<file path="config.mk">
export PLATFORM = sky130hd
export DESIGN_NAME = prng_stream
export DESIGN_NICKNAME = d
export VERILOG_FILES = /design/src/rtl/prng_stream.sv
export SDC_FILE = /design/constraint.sdc
export NUM_CORES = 1
export LEC_CHECK = 0
export ABC_CLOCK_PERIOD_IN_PS = 14600
export BUFFER_PORTS_ARGS = -buffer_cell sky130_fd_sc_hd__buf_4
export CAP_MARGIN = 20
export CORE_UTILIZATION = 61
export CTS_BUF_LIST = sky130_fd_sc_hd__clkbuf_8
export CTS_CLUSTER_SIZE = 28
export DETAILED_ROUTE_END_ITERATION = 8
export PLACE_DENSITY = 0.8
export SYNTH_ARGS = -nofsm -noshare
export SYNTH_HDL_FRONTEND = slang
export SYNTH_SLANG_ARGS = --single-unit
</file>
<file path="constraint.sdc">
create_clock -name clk -period 14.6 [get_ports clk]
set_input_delay 4.38 -clock clk [delete_from_list [all_inputs] [get_ports clk]]
set_output_delay 4.38 -clock clk [all_outputs]
set_load 0.005 [all_outputs]
</file>
<file path="src/rtl/prng_stream.sv">
// prng_stream
//   Multi-lane xorshift pseudo-random word generator with burst control and a
//   valid/ready output handshake. All lanes step in lockstep from one shared
//   seed, each lane offset by a multiple of the golden-ratio constant K.
//
// Parameters
//   DATA_WIDTH  lane word width, 32 or 64
//   LANES       number of generator lanes, 1..8
//   CNT_W       width of burst length and word counter
//
// Ports
//   clk         clock, rising edge
//   rst         asynchronous active-high reset
//   start       begin a burst (IDLE only), samples seed and burst_len
//   re_start    reseed and restart the count (SEED/FILL/RUN only)
//   stop        abort any burst, highest priority
//   seed        base seed, sampled with accepted start/re_start
//   burst_len   words per burst, 0 = continuous
//   out_ready   consumer accepts data_out this cycle
//   out_valid   data_out holds a valid word
//   data_out    lane i in bits [i*DATA_WIDTH +: DATA_WIDTH]
//   end_random  one-cycle pulse after the last burst word is accepted
//   busy        high in any state other than IDLE
//   word_cnt    words accepted in the current burst
module prng_stream #(
   parameter int unsigned DATA_WIDTH = 32,
   parameter int unsigned LANES      = 4,
   parameter int unsigned CNT_W      = 16
) (
   input  logic                        clk,
   input  logic                        rst,
   input  logic                        start,
   input  logic                        re_start,
   input  logic                        stop,
   input  logic [DATA_WIDTH-1:0]       seed,
   input  logic [CNT_W-1:0]            burst_len,
   input  logic                        out_ready,
   output logic                        out_valid,
   output logic [LANES*DATA_WIDTH-1:0] data_out,
   output logic                        end_random,
   output logic                        busy,
   output logic [CNT_W-1:0]            word_cnt
);

   // Parameter legality is checked at elaboration.
   if (!((DATA_WIDTH == 32) || (DATA_WIDTH == 64))) begin : g_bad_width
      $error("prng_stream: DATA_WIDTH must be 32 or 64");
   end
   if ((LANES < 1) || (LANES > 8)) begin : g_bad_lanes
      $error("prng_stream: LANES must be in 1..8");
   end

   localparam int unsigned LW = LANES * DATA_WIDTH;

   // Golden-ratio constant, used both as lane offset and as zero-seed substitute.
   localparam logic [63:0] KSel = (DATA_WIDTH == 64) ? 64'h9E37_79B9_7F4A_7C15
                                                     : 64'h0000_0000_9E37_79B9;
   localparam logic [DATA_WIDTH-1:0] K = KSel[DATA_WIDTH-1:0];

   // Xorshift triple for the selected width.
   localparam int unsigned ShA = 13;
   localparam int unsigned ShB = (DATA_WIDTH == 64) ? 7 : 17;
   localparam int unsigned ShC = (DATA_WIDTH == 64) ? 17 : 5;

   function automatic logic [DATA_WIDTH-1:0] xs(input logic [DATA_WIDTH-1:0] x);
      logic [DATA_WIDTH-1:0] t;
      t = x ^ (x << ShA);
      t = t ^ (t >> ShB);
      t = t ^ (t << ShC);
      return t;
   endfunction

   typedef enum logic [1:0] {
      StIdle,
      StSeed,
      StFill,
      StRun
   } state_e;

   state_e            state_q, state_d;
   logic [LW-1:0]     lane_q, lane_d;
   logic [LW-1:0]     data_q, data_d;
   logic              valid_q, valid_d;
   logic              end_q, end_d;
   logic [CNT_W-1:0]  cnt_q, cnt_d;
   logic [DATA_WIDTH-1:0] seed_q, seed_d;
   logic [CNT_W-1:0]  len_q, len_d;

   logic [LW-1:0]     seed_all;
   logic [LW-1:0]     step_all;
   logic              xfer;
   logic              last;

   // Per-lane seeding and stepping, all lanes computed in parallel.
   for (genvar i = 0; i < LANES; i++) begin : g_lane
      localparam logic [DATA_WIDTH-1:0] Off = K * DATA_WIDTH'(i);
      logic [DATA_WIDTH-1:0] mixed;

      assign mixed = seed_q ^ Off;
      // A zero xorshift state would stick at zero forever.
      assign seed_all[i*DATA_WIDTH +: DATA_WIDTH] = (mixed == '0) ? K : mixed;
      assign step_all[i*DATA_WIDTH +: DATA_WIDTH] = xs(lane_q[i*DATA_WIDTH +: DATA_WIDTH]);
   end

   // out_valid is only ever set in RUN, so it qualifies the transfer by itself.
   assign xfer = valid_q && out_ready;
   assign last = (len_q != '0) && (cnt_q == (len_q - CNT_W'(1)));

   always_comb begin
      state_d = state_q;
      lane_d  = lane_q;
      data_d  = data_q;
      valid_d = valid_q;
      end_d   = 1'b0;
      cnt_d   = cnt_q;
      seed_d  = seed_q;
      len_d   = len_q;

      if (stop) begin
         state_d = StIdle;
         valid_d = 1'b0;
      end else if (state_q == StIdle) begin
         if (start) begin
            seed_d  = seed;
            len_d   = burst_len;
            cnt_d   = '0;
            state_d = StSeed;
         end
      end else if (re_start) begin
         // Any coincident transfer is dropped: the count restarts from zero.
         seed_d  = seed;
         len_d   = burst_len;
         cnt_d   = '0;
         valid_d = 1'b0;
         state_d = StSeed;
      end else begin
         unique case (state_q)
            StSeed: begin
               lane_d  = seed_all;
               state_d = StFill;
            end
            StFill: begin
               lane_d  = step_all;
               data_d  = step_all;
               valid_d = 1'b1;
               state_d = StRun;
            end
            StRun: begin
               if (xfer) begin
                  cnt_d = cnt_q + CNT_W'(1);
                  if (last) begin
                     valid_d = 1'b0;
                     end_d   = 1'b1;
                     state_d = StIdle;
                  end else begin
                     lane_d = step_all;
                     data_d = step_all;
                  end
               end
            end
            default: begin
               state_d = StIdle;
            end
         endcase
      end
   end

   always_ff @(posedge clk or posedge rst) begin
      if (rst) begin
         state_q <= StIdle;
         lane_q  <= '0;
         data_q  <= '0;
         valid_q <= 1'b0;
         end_q   <= 1'b0;
         cnt_q   <= '0;
         seed_q  <= '0;
         len_q   <= '0;
      end else begin
         state_q <= state_d;
         lane_q  <= lane_d;
         data_q  <= data_d;
         valid_q <= valid_d;
         end_q   <= end_d;
         cnt_q   <= cnt_d;
         seed_q  <= seed_d;
         len_q   <= len_d;
      end
   end

   assign out_valid  = valid_q;
   assign data_out   = data_q;
   assign end_random = end_q;
   assign busy       = (state_q != StIdle);
   assign word_cnt   = cnt_q;

endmodule

</file>
* Word-level counts from Yosys, hierarchy flattened
Cells that the tools add are included.
** Storage, ports and cells
- Output and inout port bits :: 147
- Register bits after elaboration :: 324
** Operators by class
- Bitwise operators :: 18
- Reductions and logical operators :: 21
- Add/subtract/negate cells :: 2
- Equal/unequal tests :: 13
- Multiplexer cells :: 38
** Operators with widths (number)
- one-hot mux 128 bit (3 select lines) :: 1
- two-way mux 128 bit :: 2
- one-hot mux 128 bit (2 select lines) :: 1
- XOR 32 bit :: 8
- two-way mux 32 bit :: 7
- zero test 32 bit :: 4
- two-way mux 16 bit :: 8
- XOR 32 x 15 -> 32 bit :: 4
- NOT 20 bit :: 1
- NOT 19 bit :: 1
- NOT 18 bit :: 1
- adder 16 x 1 -> 16 bit (second input constant) :: 1
- equality test 16 bit :: 1
- nonzero test 16 bit :: 1
- subtractor 16 x 1 -> 16 bit (second input constant) :: 1
- two-way mux 2 bit :: 6
- AND reduction 6 bit :: 2
- two-way mux 1 bit :: 11
- inequality test 5 bit (second input constant) :: 2
- nonzero test 3 bit :: 3
- inequality test 2 bit (second input constant) :: 4
- inequality test 4 bit (second input constant) :: 2
- AND reduction 4 bit :: 2
- one-hot mux 2 bit (3 select lines) :: 1
- other kinds (10) :: 17

* Longest topological paths before layout
Gate-level depths: netlist (run 1).
- Depth in word-level cells :: 9
- Depth in mapped cells :: 13
- Mapped depth without buffers :: 10

* Worst setup path after synthesis (run 1)
No wires, ideal clock.
- Path type :: input to register
- Start :: input port stop
- End :: register data_q[58], in the netlist data_out[58]
- Slack :: 8490 ps
- Data required time :: 14475 ps
- Setup time :: 125 ps
- Data arrival time :: 5986 ps
- Cell stages on the path :: 8
- Cell sequence :: clkbuf_1 nor3_1 and2_1 nand2_1 o21ai_1 buf_2 buf_2 mux2_2
** Between the ends
- Longest elaborated chain between the ends :: 2
** RTL lines
- start, declared :: RTL line 34 : input logic stop,
- NOT 1 bit (no line)
- AND reduction 6 bit (no line)
- end signal, assigned :: RTL line 181 : data_q <= data_d;
- end, declared :: RTL line 82 : logic [LW-1:0] data_q, data_d;
No other way between the ends.
A chain may end at the register's enable or synchronous reset.

* Worst setup path after layout (run 1)
- Start :: input port re_start
- End :: register lane_q[126]
** Between the ends
- Longest elaborated chain between the ends :: 2
** RTL lines
- start, declared :: RTL line 33 : input logic re_start,
- NOT 1 bit (no line)
- AND reduction 6 bit (no line)
- end signal, assigned :: RTL line 180 : lane_q <= lane_d;
- end, declared :: RTL line 81 : logic [LW-1:0] lane_q, lane_d;
No other way between the ends.

==> metrics.md, run 1 <==
| Metric | Value |
|---|---|
| Port-buffer cells | `200` |
| Critical path capture point type | `flop` |
| Fill count | `1952` |
| Worst-path fanout max | `70` |
| Async set-reset flop share out of synthesis | `1.00` |
| Core outline area | `27200 sq um` |
| Row cnt | `60` |
| Cells along the critical path | `buf_4 > nor3_1 > and2_1 > o21ai_4 > buf_4 > nand2_4 > buf_4 > mux2_1` |
| Number of flops mapped to enable cells by yosys | `0` |
| Seq. cell area | `8110 sq um` |
| Buf/Inv on CP | `3` |
| Number of global-route vias before repair | `13200` |
| Clock latency on the worst-skew pair | `580 ps` |
| Netlist cell types | `70` |
| RePlAce Congestion | `0.904` |
| Unrepaired setup endpoints after global routing | `false` |
| Cell taking the most area after synthesis | `dfrtp_1` |
| Critical Path Start Type | `input pin` |
| Num CTS Buffers | `51` |
| Cell count after synthesis | `1580` |
| Setup Fix Bufs, Post-CTS | `0` |
| Slew Limit Fails | `0` |
| PwrDens | `218 nW/um^2` |
| Post-synth top flop | `dfrtp_1` |
| First-pass GRT wire length | `73.9 mm` |
| Max incr delay on CP | `860 ps` |
| Hold Path Class | `reg -> reg` |
| TritonCTS clock tree | `built` |
| Post-DRT Antenna Nets | `0` |
| Top post-synthesis cells by area | `dfrtp_1 (48%), xnor2_1 (8.5%), xor2_1 (6.3%), mux2_2 (5.8%), mux2_1 (4.4%)` |
| Minimum clock period | `7270 ps` |
| Worst relative slew slack | `0.333` |
| Final Skew | `19.4 ps` |
| Ys Warns | `0` |
| Slowest CP cell | `buf_4` |
| Largest delay share family, worst path | `simple AND/OR/NAND/NOR gates` |
| Via/cell ratio | `6.24` |
| Final Setup Violations | `0` |
| Reg clk slew, reported paths | `60 ps` |
| Hold-fix buffers, CTS | `0` |
| Max-Cap Viols | `0` |
| Hold violation total from the final report | `0` |
| First-pass detailed-route iteration total | `7` |
| Cell area after synthesis | `17000 sq um` |
| Area of the multi-input gates | `8420 sq um` |
| Mean Syn Cell Area | `10.8 sq um` |
| Initial antenna violation count | `0` |
| Die ar. | `28600 sq um` |
| Hold_sp | `data_out[113]$_DFFE_PP0P_` |
| Max clock buf depth | `3` |
| Clock Sinks | `324` |
| DRC viols | `0` |
| Tcrit/Tclk final | `0.498` |
| Root Buffer | `clkbuf_8` |
| Die H | `169 um` |
| Status | `completed` |
| Boundary Pins | `201` |
| Register area share after synthesis | `0.476` |
| CP required | `15050 ps` |
| CP arrival | `7720 ps` |
| Total wire length | `47.1 mm` |
| Area growth syn-to-layout | `16.7%` |
| Vias | `13500` |
| Synth top area share | `0.476` |
| GRT Total Usage | `0.333` |
| Largest net degree at the start of global routing | `94` |
| Nets | `1808` |
| Initial Util | `0.626` |
| Synthesized flop and latch total | `324` |
| Worst slew pin tran | `1000 ps` |
| Cell Count, Final, Fillers Out | `2158` |
| GR Overflow Total | `0` |
| Sum Neg Setup Slack | `0 ps` |
| Cells after DPL | `2065` |
| Number of H-tree levels | `2` |
| Initial DRC count | `1550` |
| Die Width | `169 um` |
| Share of layout cells above drive strength 1 | `0.231` |
| Wire per inst | `21.8 um` |
| PostCTS Resize Cnt | `0` |
| Syn_nets | `1640` |
| Ant. Diodes | `0` |
| Worst vdd ir | `0.114 mV` |
| Post-detail-place hpwl | `31.4 mm` |
| CP most frequent cell | `buf_4` |
| Start point of the critical path | `re_start` |
| Leak pwr | `8.90 nW` |
| Fmax | `138 MHz` |
| Final hold slack | `506 ps` |
| WS Path Type | `in -> reg` |
| Worst R2R Start | `len_q[0]$_DFFE_PP0P_` |
cell families after synthesis:
kind of cell | after synthesis | share of synthesized area
DFF | 324 | 0.476
adders and majority gates | 6 | 0.00441
muxes | 170 | 0.111
xor gates and xnor gates | 289 | 0.149
and+or+nand+nor | 359 | 0.100
AOI/OAI and AO/OA | 300 | 0.127
buffers and inverters | 132 | 0.0325
state kept, by name, summed over array words and instances (netlist names):
signal	flops
word_cnt	16
len_q	16
g_lane.mixed	32
data_out	128
out_valid	1
state_q	2
lane_q	128
end_random	1
through the flow:
stage	worst slack, ps	area, sq um	utilization	total power [mW]
final	7330	19900	0.731	4.33
after global routing	7100	19900	0.731	4.55
after CTS	7420	19800	0.729	4.31
after detailed placement	6830	18700	0.689	3.47
after global placement	6870	18700	0.689	3.42
after floorplan	1250	17000	-	2.91
power breakdown:
part | internal, mW | leakage, nW | switching, mW
registers | 1.15 | 4.07 | 0.314
logic | 0.920 | 4.21 | 1.13
clock network | 0.452 | 0.622 | 0.363
total | 2.52 | 8.90 | 1.81
routing by layer:
| metal | routed length [um] | GRT usage | vias up | share of wire |
|---|---|---|---|---|
| met5 | 32 | 0.0104 | - | 0.00068 |
| met4 | 2360 | 0.161 | 2 | 0.050 |
| met3 | 4420 | 0.0666 | 171 | 0.094 |
| met2 | 21000 | 0.504 | 724 | 0.45 |
| met1 | 19300 | 0.462 | 6650 | 0.41 |
| li1 | - | - | 5911 | - |
worst register-to-register path, delay by kind of cell (launching register included):
family | cells | cell delay (ps)
AO/OA/AOI/OAI | 2 | 680
XOR/XNOR | 1 | 210
adder cells (fa/ha/maj) | 1 | 310
buffers and inverters | 3 | 1310
flip-flops | 1 | 410
multiplexers | 1 | 500
AND/OR/NAND/NOR | 4 | 1590
worst paths after layout:
| check | depth (start not counted) | end | slack [ps] |
|---|---|---|---|
| min reg2reg | 1 | data_out[113]$_DFFE_PP0P_ | 510 |
| max | 8 | lane_q[126]$_DFFE_PP0P_ | 7330 |
| min in group asynchronous | 2 | data_out[58]$_DFFE_PP0P_ | 3840 |
| max in group asynchronous | 5 | lane_q[65]$_DFFE_PP0P_ | 8690 |
| max reg2reg | 12 | lane_q[126]$_DFFE_PP0P_ | 9470 |
| min | 1 | data_out[113]$_DFFE_PP0P_ | 510 |
synthesized netlist by cell type (5+ instances only):
master / n
clkbuf_1: 62
o22a_1: 15
and2_1: 11
buf_2: 34
mux2i_1: 17
mux2_2: 87
a211oi_1: 7
o21ai_0: 41
ha_1: 6
and3_1: 5
a2bb2oi_1: 52
a2bb2oi_2: 10
nand4_1: 7
nor2_1: 155
nand2_1: 32
nor3_1: 40
o22ai_1: 6
nand3_1: 66
nand2b_1: 7
xor2_1: 123
inv_1: 30
dfrtp_1: 324
a21oi_1: 66
a31oi_1: 37
mux2_1: 66
o31ai_1: 27
nor4_1: 6
xnor2_1: 166
cell type report:
type | instances | share of cell area
Multi-Input combinational cell | 1124 | 0.424
Sequential cell | 324 | 0.408
Timing Repair Buffer | 217 | 0.0840
Clock buffer | 72 | 0.0499
Tap cell | 372 | 0.0234
Inverter | 30 | 0.00604
Clock inverter | 19 | 0.00516
placed cells by master (no fill, tap or decap), types with 37 or more instances in the layout:
master	Yosys	routed
dfrtp_1	324	324
a31oi_1	37	37
nor2_1	155	153
clkbuf_8	0	72
mux2_2	87	87
mux2_1	66	66
nor3_1	40	40
buf_4	4	215
a21oi_1	66	66
o21ai_0	41	41
xor2_1	123	123
nand3_1	66	66
inv_1	30	43
a2bb2oi_1	52	52
xnor2_1	166	166
Power figures use the tool's default switching activity.
==> run 2, diff against run 1 <==
Settings changed: ABC_CLOCK_PERIOD_IN_PS 14600 to 6200, CORE_UTILIZATION 61 to 55, PLACE_DENSITY 0.8 to 0.76.
Clock period 14.6 ns to 6.2 ns, I/O delays scaled along.
==> metrics.md, run 2 (synthesis gave the netlist of run 1 again) <==
| Metric | Value |
|---|---|
| Port-buffer cells | `200` |
| Flop2flop setup slack | `1820 ps` |
| GR Overflow Total | `0` |
| Reg clk slew, reported paths | `60 ps` |
| Hold-fix buffers, CTS | `0` |
| Fill count | `2443` |
| Post-Place Worst Slack | `1850 ps` |
| Post-placement cell area | `18800 sq um` |
| Worst slew pin tran | `881 ps` |
| TritonCTS clock tree | `built` |
| CP required | `6640 ps` |
| Num CTS Buffers | `53` |
| Largest net degree at the start of global routing | `129` |
| Share of layout cells above drive strength 1 | `0.229` |
| Row cnt | `64` |
| Initial Util | `0.558` |
| Clock Sinks | `324` |
| Die ar. | `31700 sq um` |
| Worst-path fanout max | `32` |
| Via/cell ratio | `6.10` |
| Area growth syn-to-layout | `16.7%` |
| First-pass GRT wire length | `75.5 mm` |
| Most common cell after layout, fill and taps aside | `dfrtp_1` |
| Hold violation total from the final report | `0` |
| CP arrival | `4820 ps` |
| Final hold slack | `505 ps` |
| Max clock buf depth | `3` |
| Design area | `19900 sq um` |
| Sum Neg Setup Slack | `0 ps` |
| Seq. cell area | `8110 sq um` |
| Clock latency on the worst-skew pair | `620 ps` |
| Root Buffer | `clkbuf_8` |
| Boundary Pins | `201` |
| GRT Total Usage | `0.311` |
| Hold Path Class | `reg -> reg` |
| CP most frequent cell | `buf_4` |
| PwrDens | `509 nW/um^2` |
| Critical Path Start Type | `flop` |
| Core outline area | `30500 sq um` |
| Area of the multi-input gates | `8420 sq um` |
| DRC viols | `0` |
| Worst vdd ir | `0.232 mV` |
| Final Util | `0.651` |
| Number of global-route vias before repair | `13200` |
| Cells after DPL | `2092` |
| Fmax | `228 MHz` |
| Wire per inst | `22.0 um` |
| Vias | `13300` |
| RePlAce Congestion | `0.884` |
| Max-Cap Viols | `0` |
| Post-DRT Antenna Nets | `0` |
| Worst relative slew slack | `0.412` |
| Ant. Diodes | `0` |
| Final Setup Violations | `0` |
| Initial antenna violation count | `0` |
| Setup Fix Bufs, Post-CTS | `0` |
| Buf/Inv on CP | `3` |
| Post-detail-place hpwl | `32.5 mm` |
| Slowest CP cell | `nor2_4` |
| Tcrit/Tclk final | `0.706` |
| Cell Count, Final, Fillers Out | `2180` |
| Status | `completed` |
| Final worst setup slack | `1820 ps` |
| Commonest cells after routing, fill and taps aside | `dfrtp_1 (324), buf_4 (213), xnor2_1 (166)` |
| WS Path Type | `reg -> reg` |
| Max incr delay on CP | `570 ps` |
| Critical path capture point type | `flop` |
| Total power | `10.1 mW` |
| Leak pwr | `8.88 nW` |
| First-pass detailed-route iteration total | `5` |
| Final Skew | `40.4 ps` |
| Number of H-tree levels | `2` |
| Minimum clock period | `4380 ps` |
| Largest delay share family, worst path | `simple AND/OR/NAND/NOR gates` |
| Nets | `1812` |
| Initial DRC count | `1336` |
| Slew Limit Fails | `0` |
| Cells along the critical path | `inv_1 > ha_1 > nor4b_2 > nand4_1 > xnor2_1 > a2111oi_0 > nand4_2 > o21a_1 > buf_4 > nor2_4 > buf_4 > o32ai_1` |
| Unrepaired setup endpoints after global routing | `false` |
| Die Width | `178 um` |
| Total wire length | `48.0 mm` |
| PostCTS Resize Cnt | `0` |
| Die H | `178 um` |
run 2: cell types whose count changed in the layout (fill, tap and decap cells not counted), sizes merged:
cell and change:
buf +2, bufinv -1, clkbuf -6, clkinvlp +1, inv +2
run 2: layer usage:
| metal | share of wire | up-vias | wire length (um) | GRT usage |
|---|---|---|---|---|
| met1 | 0.41 | 6586 | 19900 | 0.429 |
| met5 | 0 | - | 0 | 0 |
| met2 | 0.45 | 636 | 21600 | 0.467 |
| met3 | 0.093 | 148 | 4450 | 0.0724 |
| li1 | - | 5922 | - | - |
| met4 | 0.042 | 0 | 2040 | 0.136 |
run 2: final cells by class:
cell class	instances	area share
timing repair buffer	219	0.0865
inverter	30	0.00586
clock buffer	66	0.0457
tap	396	0.0249
sequential	324	0.408
multi-input combinational	1124	0.424
clock inverter	21	0.00541
run 2: worst paths after layout:
path                                   startpoint                        to  depth (start not counted)
setup / recovery             len_q[0]$_DFFE_PP0P_  data_out[15]$_DFFE_PP0P_                         12
hold / removal             lane_q[58]$_DFFE_PP0P_    lane_q[58]$_DFFE_PP0P_                          1
setup reg to reg             len_q[0]$_DFFE_PP0P_  data_out[15]$_DFFE_PP0P_                         12
hold reg to reg            lane_q[58]$_DFFE_PP0P_    lane_q[58]$_DFFE_PP0P_                          1
max in group asynchronous                     rst  data_out[14]$_DFFE_PP0P_                          4
min in group asynchronous                     rst   lane_q[121]$_DFFE_PP0P_                          2
run 2: report_power, final:
| part | switching (mW) | internal, mW |
|---|---|---|
| Sequential | 0.746 | 2.70 |
| Combinational | 2.67 | 2.17 |
| Clock | 0.867 | 0.953 |
| Total | 4.28 | 5.82 |
==> run 3, diff against run 2 <==
Settings changed: ABC_CLOCK_PERIOD_IN_PS 6200 to 3850.
Clock period 6.2 ns to 3.85 ns, I/O delays scaled along.
==> metrics.md, run 3 (synthesis gave the netlist of run 1 again) <==
| Metric | Value |
|---|---|
| First-pass GRT wire length | `75.1 mm` |
| Sequential power share | `0.334` |
| Clock latency on the worst-skew pair | `610 ps` |
| Hold Path Class | `reg -> reg` |
| Leak pwr | `9.04 nW` |
| CP arrival | `4050 ps` |
| Setup Fix Bufs, Post-CTS | `0` |
| Seq. cell area | `8110 sq um` |
| Most common cell after layout, fill and taps aside | `dfrtp_1` |
| Final Setup Violations | `0` |
| Number of H-tree levels | `2` |
| RePlAce Congestion | `0.906` |
| Final worst setup slack | `274 ps` |
| Hold violation total from the final report | `0` |
| Die ar. | `31700 sq um` |
| Initial DRC count | `1243` |
| Status | `completed` |
| WS Path Type | `reg -> reg` |
| Slew Limit Fails | `0` |
| Vias | `13500` |
| Reg clk slew, reported paths | `60 ps` |
| Fill count | `2312` |
| Sw frac | `0.418` |
| Via/cell ratio | `6.11` |
| Post-detail-place hpwl | `33.3 mm` |
| Boundary Pins | `201` |
| Total wire length | `48.6 mm` |
| Clock share of power | `0.192` |
| Area growth syn-to-layout | `18.5%` |
| Post-Place Worst Slack | `157 ps` |
| TritonCTS clock tree | `built` |
| Critical Path Start Type | `flop` |
| Ant. Diodes | `0` |
| PostCTS Resize Cnt | `0` |
| Area of the multi-input gates | `8430 sq um` |
| Hold-fix buffers, CTS | `0` |
| Clock Sinks | `324` |
| Worst vdd ir | `0.532 mV` |
| Critical path capture point type | `flop` |
| Max clock buf depth | `3` |
| PwrDens | `819 nW/um^2` |
| Row cnt | `64` |
| Unrepaired setup endpoints after global routing | `false` |
| Commonest cells after routing, fill and taps aside | `dfrtp_1 (324), buf_4 (222), xnor2_1 (166)` |
| Largest net degree at the start of global routing | `70` |
| GR Overflow Total | `0` |
| Core outline area | `30500 sq um` |
| Die H | `178 um` |
| Worst relative slew slack | `0.359` |
| First-pass detailed-route iteration total | `5` |
| Nets | `1828` |
| Initial Util | `0.558` |
| Die Width | `178 um` |
| Switching pwr | `6.90 mW` |
| Port-buffer cells | `200` |
| Worst slew pin tran | `962 ps` |
| CP required | `4330 ps` |
| Wire per inst | `22.1 um` |
| Cell-internal power | `9.62 mW` |
| Comb power frac | `0.475` |
| Minimum clock period | `3580 ps` |
| Final Skew | `32.3 ps` |
| Tcrit/Tclk final | `0.929` |
| Fmax | `280 MHz` |
| Sum Neg Setup Slack | `0 ps` |
| Max-Cap Viols | `0` |
| Share of layout cells above drive strength 1 | `0.238` |
| Post-DRT Antenna Nets | `0` |
| Num CTS Buffers | `54` |
| Number of global-route vias before repair | `13200` |
| Initial antenna violation count | `0` |
| Flop2flop setup slack | `270 ps` |
| Worst-path fanout max | `64` |
| DRC viols | `0` |
| GRT Total Usage | `0.310` |
| Root Buffer | `clkbuf_8` |
## run 3: changes by cell type in the layout (fill, tap and decap cells not counted), moves of 2 or more
cell       previous run  this run
buf_12                6        12
buf_4               213       222
inv_1                44        47
clkinv_2              3         5
bufinv_16             0         2
clkbuf_8             66        69
## run 3: worst max-delay path: stages (launching register included)
cell and delay, ps:
dfrtp_1 420, inv_1 110, ha_1 310, nor4b_4 330, nand4_1 150, xnor2_1 190
a2111oi_1 520, nand4_2 270, o21ai_4 260, nand2_4 200, buf_12 290, mux2_1 360
## run 3: cell type report
cell class              instances  area share
clock buffers                  69      0.0471
clock inverters                27     0.00850
well taps                     396      0.0246
repair buffers                234      0.0945
inverters                      30     0.00577
flip-flops and latches        324       0.402
multi-input cells            1124       0.418
## run 3: through the flow
stage | area (sq um) | hold WS [ps] | power (mW) | cells | util
2_1_floorplan | 17000 | 478 | 11.0 | 1580 | -
3_3_place_gp | 19000 | 489 | 13.1 | 2108 | 0.624
3_5_place_dp | 19000 | 497 | 13.3 | 2108 | 0.624
4_1_cts | 20200 | 509 | 16.5 | 2204 | 0.661
5_1_grt | 20200 | 524 | 17.4 | 2204 | 0.661
6_report | 20200 | 502 | 16.5 | 2204 | 0.661
## run 3: path summary, 6_finish.rpt
| check | from | to | cells after the start |
|---|---|---|---|
| hold / removal | data_out[121]$_DFFE_PP0P_ | data_out[121]$_DFFE_PP0P_ | 1 |
| setup reg to reg | len_q[0]$_DFFE_PP0P_ | lane_q[119]$_DFFE_PP0P_ | 11 |
| hold reg to reg | data_out[121]$_DFFE_PP0P_ | data_out[121]$_DFFE_PP0P_ | 1 |
| min in group asynchronous | rst | lane_q[75]$_DFFE_PP0P_ | 2 |
| max in group asynchronous | rst | data_out[103]$_DFFE_PP0P_ | 3 |
| setup / recovery | len_q[0]$_DFFE_PP0P_ | lane_q[119]$_DFFE_PP0P_ | 11 |
## run 3: power groups by stage
stage | registers [mW] | clock network (mW) | logic [mW]
floorplan | 5.14 | 0 | 5.91
global placement | 5.48 | 0 | 7.60
detailed placement | 5.52 | 0 | 7.73
CTS | 5.47 | 3.20 | 7.80
global route | 5.61 | 3.36 | 8.48
finish | 5.51 | 3.17 | 7.84
## run 3: routing by layer
layer,track usage,vias to the layer above,share of wire
li1,-,5942,-
met1,0.436,6726,0.42
met2,0.468,665,0.45
met3,0.0632,126,0.087
met4,0.124,0,0.038
met5,0,-,0
